$ cat src/rtl/rv32i_types.sv
// Shared RV32I branch-unit types: funct3 encodings, iterative comparator state,
// and the mapping from eq/lt flags to a branch decision.
package rv32i_types;

  typedef enum logic [2:0] {
    BEQ  = 3'b000,
    BNE  = 3'b001,
    BLT  = 3'b100,
    BGE  = 3'b101,
    BLTU = 3'b110,
    BGEU = 3'b111
  } branch_funct3_t;

  typedef enum logic [1:0] {
    IDLE = 2'd0,
    SCAN = 2'd1,
    DONE = 2'd2
  } iter_cmp_state_t;

  // Reserved funct3 codes (010, 011) never take the branch.
  function automatic logic br_map(input branch_funct3_t op, input logic eq, input logic lt);
    logic br;
    br = 1'b0;
    case (op)
      BEQ:         br = eq;
      BNE:         br = !eq;
      BLT, BLTU:   br = lt;
      BGE, BGEU:   br = !lt;
      default:     br = 1'b0;
    endcase
    return br;
  endfunction

endpackage

$ cat src/rtl/chunk_cmp.sv
// Combinational compare of one operand chunk; signed_en_i treats the chunk as
// two's complement (used only for the most-significant chunk of signed ops).
module chunk_cmp #(
  parameter int CHUNK = 8
) (
  input  logic [CHUNK-1:0] a_i,
  input  logic [CHUNK-1:0] b_i,
  input  logic             signed_en_i,
  output logic             eq_o,
  output logic             lt_o
);

  always_comb begin
    eq_o = (a_i == b_i);
    if (signed_en_i) lt_o = ($signed(a_i) < $signed(b_i));
    else             lt_o = (a_i < b_i);
  end

endmodule

$ cat src/rtl/iter_cmp.sv
// Multi-cycle RV32I branch comparator: scans operands CHUNK bits per cycle from
// the top chunk down, with valid/ready request and response handshakes.
//
//   state | meaning
//   IDLE  | ready for a request; operands latched on accept
//   SCAN  | comparing chunk idx; first differing chunk fixes lt
//   DONE  | br_en valid and held until resp_ready
module iter_cmp
  import rv32i_types::*;
#(
  parameter int WIDTH      = 32,
  parameter int CHUNK      = 8,
  parameter bit EARLY_EXIT = 1'b1
) (
  input  logic           clk,
  input  logic           rst,
  input  logic           abort,
  input  logic           req_valid,
  output logic           req_ready,
  input  logic [WIDTH-1:0] a,
  input  logic [WIDTH-1:0] b,
  input  branch_funct3_t cmpop,
  output logic           resp_valid,
  input  logic           resp_ready,
  output logic           br_en
);

  localparam int NCHUNK = WIDTH / CHUNK;
  localparam int IDXW   = (NCHUNK > 1) ? $clog2(NCHUNK) : 1;
  localparam logic [IDXW-1:0] IDX_TOP = IDXW'(NCHUNK - 1);

  iter_cmp_state_t state_q, state_d;
  logic [NCHUNK-1:0][CHUNK-1:0] a_q, a_d, b_q, b_d;
  branch_funct3_t op_q, op_d;
  logic [IDXW-1:0] idx_q, idx_d;
  logic eq_q, eq_d, lt_q, lt_d;
  logic br_en_q, br_en_d;

  logic c_eq, c_lt, c_signed, diff, last;

  assign c_signed = (idx_q == IDX_TOP) && ((op_q == BLT) || (op_q == BGE));

  chunk_cmp #(.CHUNK(CHUNK)) u_chunk_cmp (
    .a_i        (a_q[idx_q]),
    .b_i        (b_q[idx_q]),
    .signed_en_i(c_signed),
    .eq_o       (c_eq),
    .lt_o       (c_lt)
  );

  assign req_ready  = (state_q == IDLE) && !rst && !abort;
  assign resp_valid = (state_q == DONE);
  assign br_en      = br_en_q;

  always_comb begin
    state_d = state_q;
    a_d     = a_q;
    b_d     = b_q;
    op_d    = op_q;
    idx_d   = idx_q;
    eq_d    = eq_q;
    lt_d    = lt_q;
    br_en_d = br_en_q;
    diff    = !c_eq;
    last    = 1'b0;

    case (state_q)
      IDLE: begin
        if (req_valid && !abort) begin
          a_d     = a;
          b_d     = b;
          op_d    = cmpop;
          idx_d   = IDX_TOP;
          eq_d    = 1'b1;
          lt_d    = 1'b0;
          state_d = SCAN;
        end
      end
      SCAN: begin
        if (abort) begin
          state_d = IDLE;
        end else begin
          // Only the first difference decides lt; lower chunks are less significant.
          if (eq_q && diff) begin
            eq_d = 1'b0;
            lt_d = c_lt;
          end
          last = (idx_q == '0) || (EARLY_EXIT && diff);
          if (last) begin
            state_d = DONE;
            br_en_d = br_map(op_q, eq_d, lt_d);
          end else begin
            idx_d = idx_q - IDXW'(1);
          end
        end
      end
      DONE: begin
        if (abort || resp_ready) state_d = IDLE;
      end
      default: state_d = IDLE;
    endcase
  end

  always_ff @(posedge clk) begin
    if (rst) begin
      state_q <= IDLE;
      a_q     <= '0;
      b_q     <= '0;
      op_q    <= BEQ;
      idx_q   <= IDX_TOP;
      eq_q    <= 1'b0;
      lt_q    <= 1'b0;
      br_en_q <= 1'b0;
    end else begin
      state_q <= state_d;
      a_q     <= a_d;
      b_q     <= b_d;
      op_q    <= op_d;
      idx_q   <= idx_d;
      eq_q    <= eq_d;
      lt_q    <= lt_d;
      br_en_q <= br_en_d;
    end
  end

endmodule

$ cat config.mk
export PLATFORM = sky130hd
export DESIGN_NAME = iter_cmp
export DESIGN_NICKNAME = d
export VERILOG_FILES = /design/src/rtl/rv32i_types.sv /design/src/rtl/chunk_cmp.sv /design/src/rtl/iter_cmp.sv
export SDC_FILE = /design/constraint.sdc
export NUM_CORES = 1
export LEC_CHECK = 0
export BUFFER_PORTS_ARGS = -buffer_cell sky130_fd_sc_hd__buf_2
export CAP_MARGIN = 20
export CORE_MARGIN = 1.5
export CORE_UTILIZATION = 40
export CTS_CLUSTER_SIZE = 25
export DETAILED_ROUTE_END_ITERATION = 8
export PLACE_DENSITY = 0.73
export SLEW_MARGIN = 5
export SYNTH_ARGS = -nofsm -noshare
export SYNTH_HDL_FRONTEND = slang
export SYNTH_SLANG_ARGS = --single-unit
$ cat constraint.sdc
create_clock -name clk -period 5.9 [get_ports clk]
set_input_delay 1.18 -clock clk [delete_from_list [all_inputs] [get_ports clk]]
set_output_delay 1.18 -clock clk [all_outputs]
set_load 0.02 [all_outputs]
==> metrics.log <==
INFO  metric net_switching_power = 0.280 mW
INFO  metric leakage = 1.63 nW
INFO  metric wl_per_cell = 13.1 µm
INFO  metric power.share.clock = 0.436
INFO  metric fillCellCount = 819
INFO  metric finalWeightedCongestion = 0.853
INFO  metric yosys.area.top_type_share = 0.440
INFO  metric number_of_drc_markers_in_iteration_0 = 145
INFO  metric share_of_synthesized_registers_carrying_an_async_set_or_reset = 0
INFO  metric layout_min_cycle_time = 3310 ps
INFO  metric worstHoldPathType = register to register
INFO  metric post_route_cells_drive_above_1_share = 0.273
INFO  metric outcome = finished clean
INFO  metric die_y = 94.7 µm
INFO  metric power.switching_fraction = 0.236
INFO  metric critical_path.reg2reg.startpoint = idx_q[1]$_SDFFE_PP1P_
INFO  metric htree_num_levels = 3
INFO  metric report.final.setup_viol = 0
INFO  metric synth-main-ff-cell = dfxtp_1
INFO  metric synth_nets = 475
INFO  metric worstMarginPinSlew = 943 ps
INFO  metric critical_path_required = 4720 ps
INFO  metric timing.final.max_slew_violations = 0
INFO  metric globalRoute.totalOverflow = 0
INFO  metric postSynthAreaPerCell = 8.57 µm²
INFO  metric layout_common_cells = 131 x nand2_1, 74 x dfxtp_1, 74 x buf_2
INFO  metric finalClockSkew = 9.68 ps
INFO  metric crit_path_end_kind = primary output
INFO  metric min_period_over_period = 0.560
INFO  metric clock-sinks = 74
INFO  metric area_share_of_fa_ha_maj_cells_after_synthesis = 0.0372
INFO  metric totalWireLength = 7400 µm
INFO  metric cts_tree = built
INFO  metric synth_edf_count = 0
INFO  metric clk_pin_slew = 70 ps
INFO  metric design.final.nets = 538
INFO  metric final_antenna_net_count = 0
INFO  metric drc_errors = 0
INFO  metric synthDistinctLibCells = 34
INFO  metric placementRows = 33
INFO  metric dpl.hpwl = 5140 µm
INFO  metric synth_mux_area_frac = 0.119
INFO  metric fin_worst_hold_slack = 454 ps
INFO  metric sequentialPowerShare = 0.453
INFO  metric crit_type = input port to primary output
INFO  metric ctsResizeCount = 0
INFO  metric top_post_synthesis_cells_by_area = dfxtp_1 44%, nand2_1 15%, a21oi_1 11%
INFO  metric post_synthesis_sequential_element_count = 74
INFO  metric final_hold_viol_count = 0
INFO  metric maxCapViolations = 0
INFO  metric synth_xor_area_frac = 0
INFO  metric maxSlewHeadroom = 0.370
INFO  metric grt_first_pass_wirelength = 12500 µm
INFO  metric start_util = 0.412
INFO  metric insertedDiodeCount = 0
INFO  metric worst_hold_startpoint = b_q[9]$_SDFFE_PP0P_
INFO  metric power-per-cell-area = 294 nW/µm²
INFO  metric pin_count_of_the_biggest_net_entering_global_routing = 76
INFO  metric synth_top_cell_by_area = dfxtp_1
INFO  metric drt_first_pass_iters = 4
INFO  metric synthToLayoutAreaGrowth = 19.9%
INFO  metric num_vias = 2858
INFO  metric first_global_vias = 2866
INFO  metric fmax = 302 MHz
INFO  metric grtUsageTotal = 0.181
INFO  metric crit_path_start_kind = input port
INFO  metric share_of_synthesized_area_occupied_by_flip_flops_and_latches = 0.440
INFO  metric dp_cells = 550
INFO  metric worst_setup_path_startpoint = rst
INFO  metric critPathMaxFanout = 75
INFO  metric utilization = 0.494
INFO  metric netlist_area = 3370 µm²
INFO  metric power_report.internal_total = 0.907 mW
INFO  metric combinational_family_with_the_most_area_after_synthesis = simple AND/OR/NAND/NOR gates
INFO  metric max-clock-path-buffers = 2
INFO  metric mostFrequentLayoutCell = nand2_1
INFO  metric cts-hold-fix-buffers = 0
INFO  metric place.port_buffers = 74
INFO  metric placeableCoreArea = 8180 µm²
INFO  metric layout.cells.non_filler = 566
INFO  metric timing.critical_path.arrival = 2130 ps
INFO  metric io_pins = 75
INFO  metric rsz0062_at_grt = no
INFO  metric antenna_found_initial = 0
INFO  metric setup_total_negative_slack = 0 ps
INFO  metric cts_setup_buffers = 0
INFO  metric worstSkewPairLatency = 360 ps
INFO  metric cts-buffers-inserted = 9
INFO  metric vdd.ir_drop.worst = 0.107 mV
INFO  metric viasPerCell = 5.05
INFO  metric clock_tree.root_cell = clkbuf_8
INFO  metric fp.dieArea = 8980 µm²
INFO  metric synth_area_in_compound_gates = 0.135
INFO  metric synth-warning-count = 0
INFO  metric simple_gate_share_of_the_synthesized_area = 0.217
INFO  metric power_frac_comb = 0.111
INFO  metric syn-instance-count = 393
INFO  metric die_w = 94.7 µm
cells in the mapped netlist, drive strengths merged (2+ instances only):
cell type    n
nand2      141
dfxtp       74
ha          10
or2          2
mux2i        3
o211ai       3
inv         11
o21ai        4
mux4        16
nor3b        2
nor2         2
buf         11
nand4        3
nand2b       3
nor2b        5
clkbuf      16
a21oi       73
o2111ai      2
critical path: stages:
cell and delay (ps):
buf_2 80, buf_4 580, nor4_1 90, buf_2 190
sequential cells by signal (all words and copies together), names as in the netlist:
signal,cells
eq_q,1
br_en,1
a_q,32
lt_q,1
idx_q,2
b_q,32
state_q,2
op_q,3
final cells by class:
type	count	area, µm²	share of cell area
Clock buffer	9	124	0.0307
Clock inverter	7	141	0.0350
Inverter	11	41.3	0.0102
Multi-Input combinational cell	281	1710	0.424
Sequential cell	74	1480	0.367
Tap cell	105	131	0.0325
Timing Repair Buffer	79	408	0.101
power by group through the flow:
stage	clock, mW	combinational (mW)	sequential, mW
detailed placement	0	0.133	0.549
floorplan	0	0.0927	0.544
global placement	0	0.129	0.547
finish	0.517	0.132	0.537
CTS	0.522	0.134	0.537
global route	0.553	0.150	0.540
routing by layer:
| metal | part of all wire | vias to the layer above | global-route usage | wire length, µm |
|---|---|---|---|---|
| li1 | - | 1454 | - | - |
| met1 | 0.44 | 1336 | 0.218 | 3290 |
| met2 | 0.50 | 62 | 0.314 | 3680 |
| met3 | 0.047 | 6 | 0.0515 | 346 |
| met4 | 0.012 | 0 | 0.0522 | 86 |
| met5 | 0 | - | 0 | 0 |
kinds of logic after synthesis:
logic type	count (synthesis)
buffers and inverters	38
flip-flops	74
multiplexers	20
adder cells (fa/ha/maj)	10
AND/OR/NAND/NOR	165
AO/OA/AOI/OAI	86
path summary, 6_finish.rpt:
kind              depth (start not counted)  slack, ps             endpoint
setup / recovery                          4       2590            req_ready
hold / removal                            2        450  b_q[9]$_SDFFE_PP0P_
setup reg to reg                          7       2830   br_en$_SDFFE_PP0P_
hold reg to reg                           2        450  b_q[9]$_SDFFE_PP0P_
metrics by stage:
stage,power [mW],worst slack [ps],area [µm²]
final,1.19,2590,4040
after CTS,1.19,2580,4040
after detailed placement,0.682,2580,3770
after floorplan,0.637,2730,3370
after global placement,0.676,2600,3770
after global routing,1.24,2510,4040
Note: power is estimated with default switching activity, not from simulation.
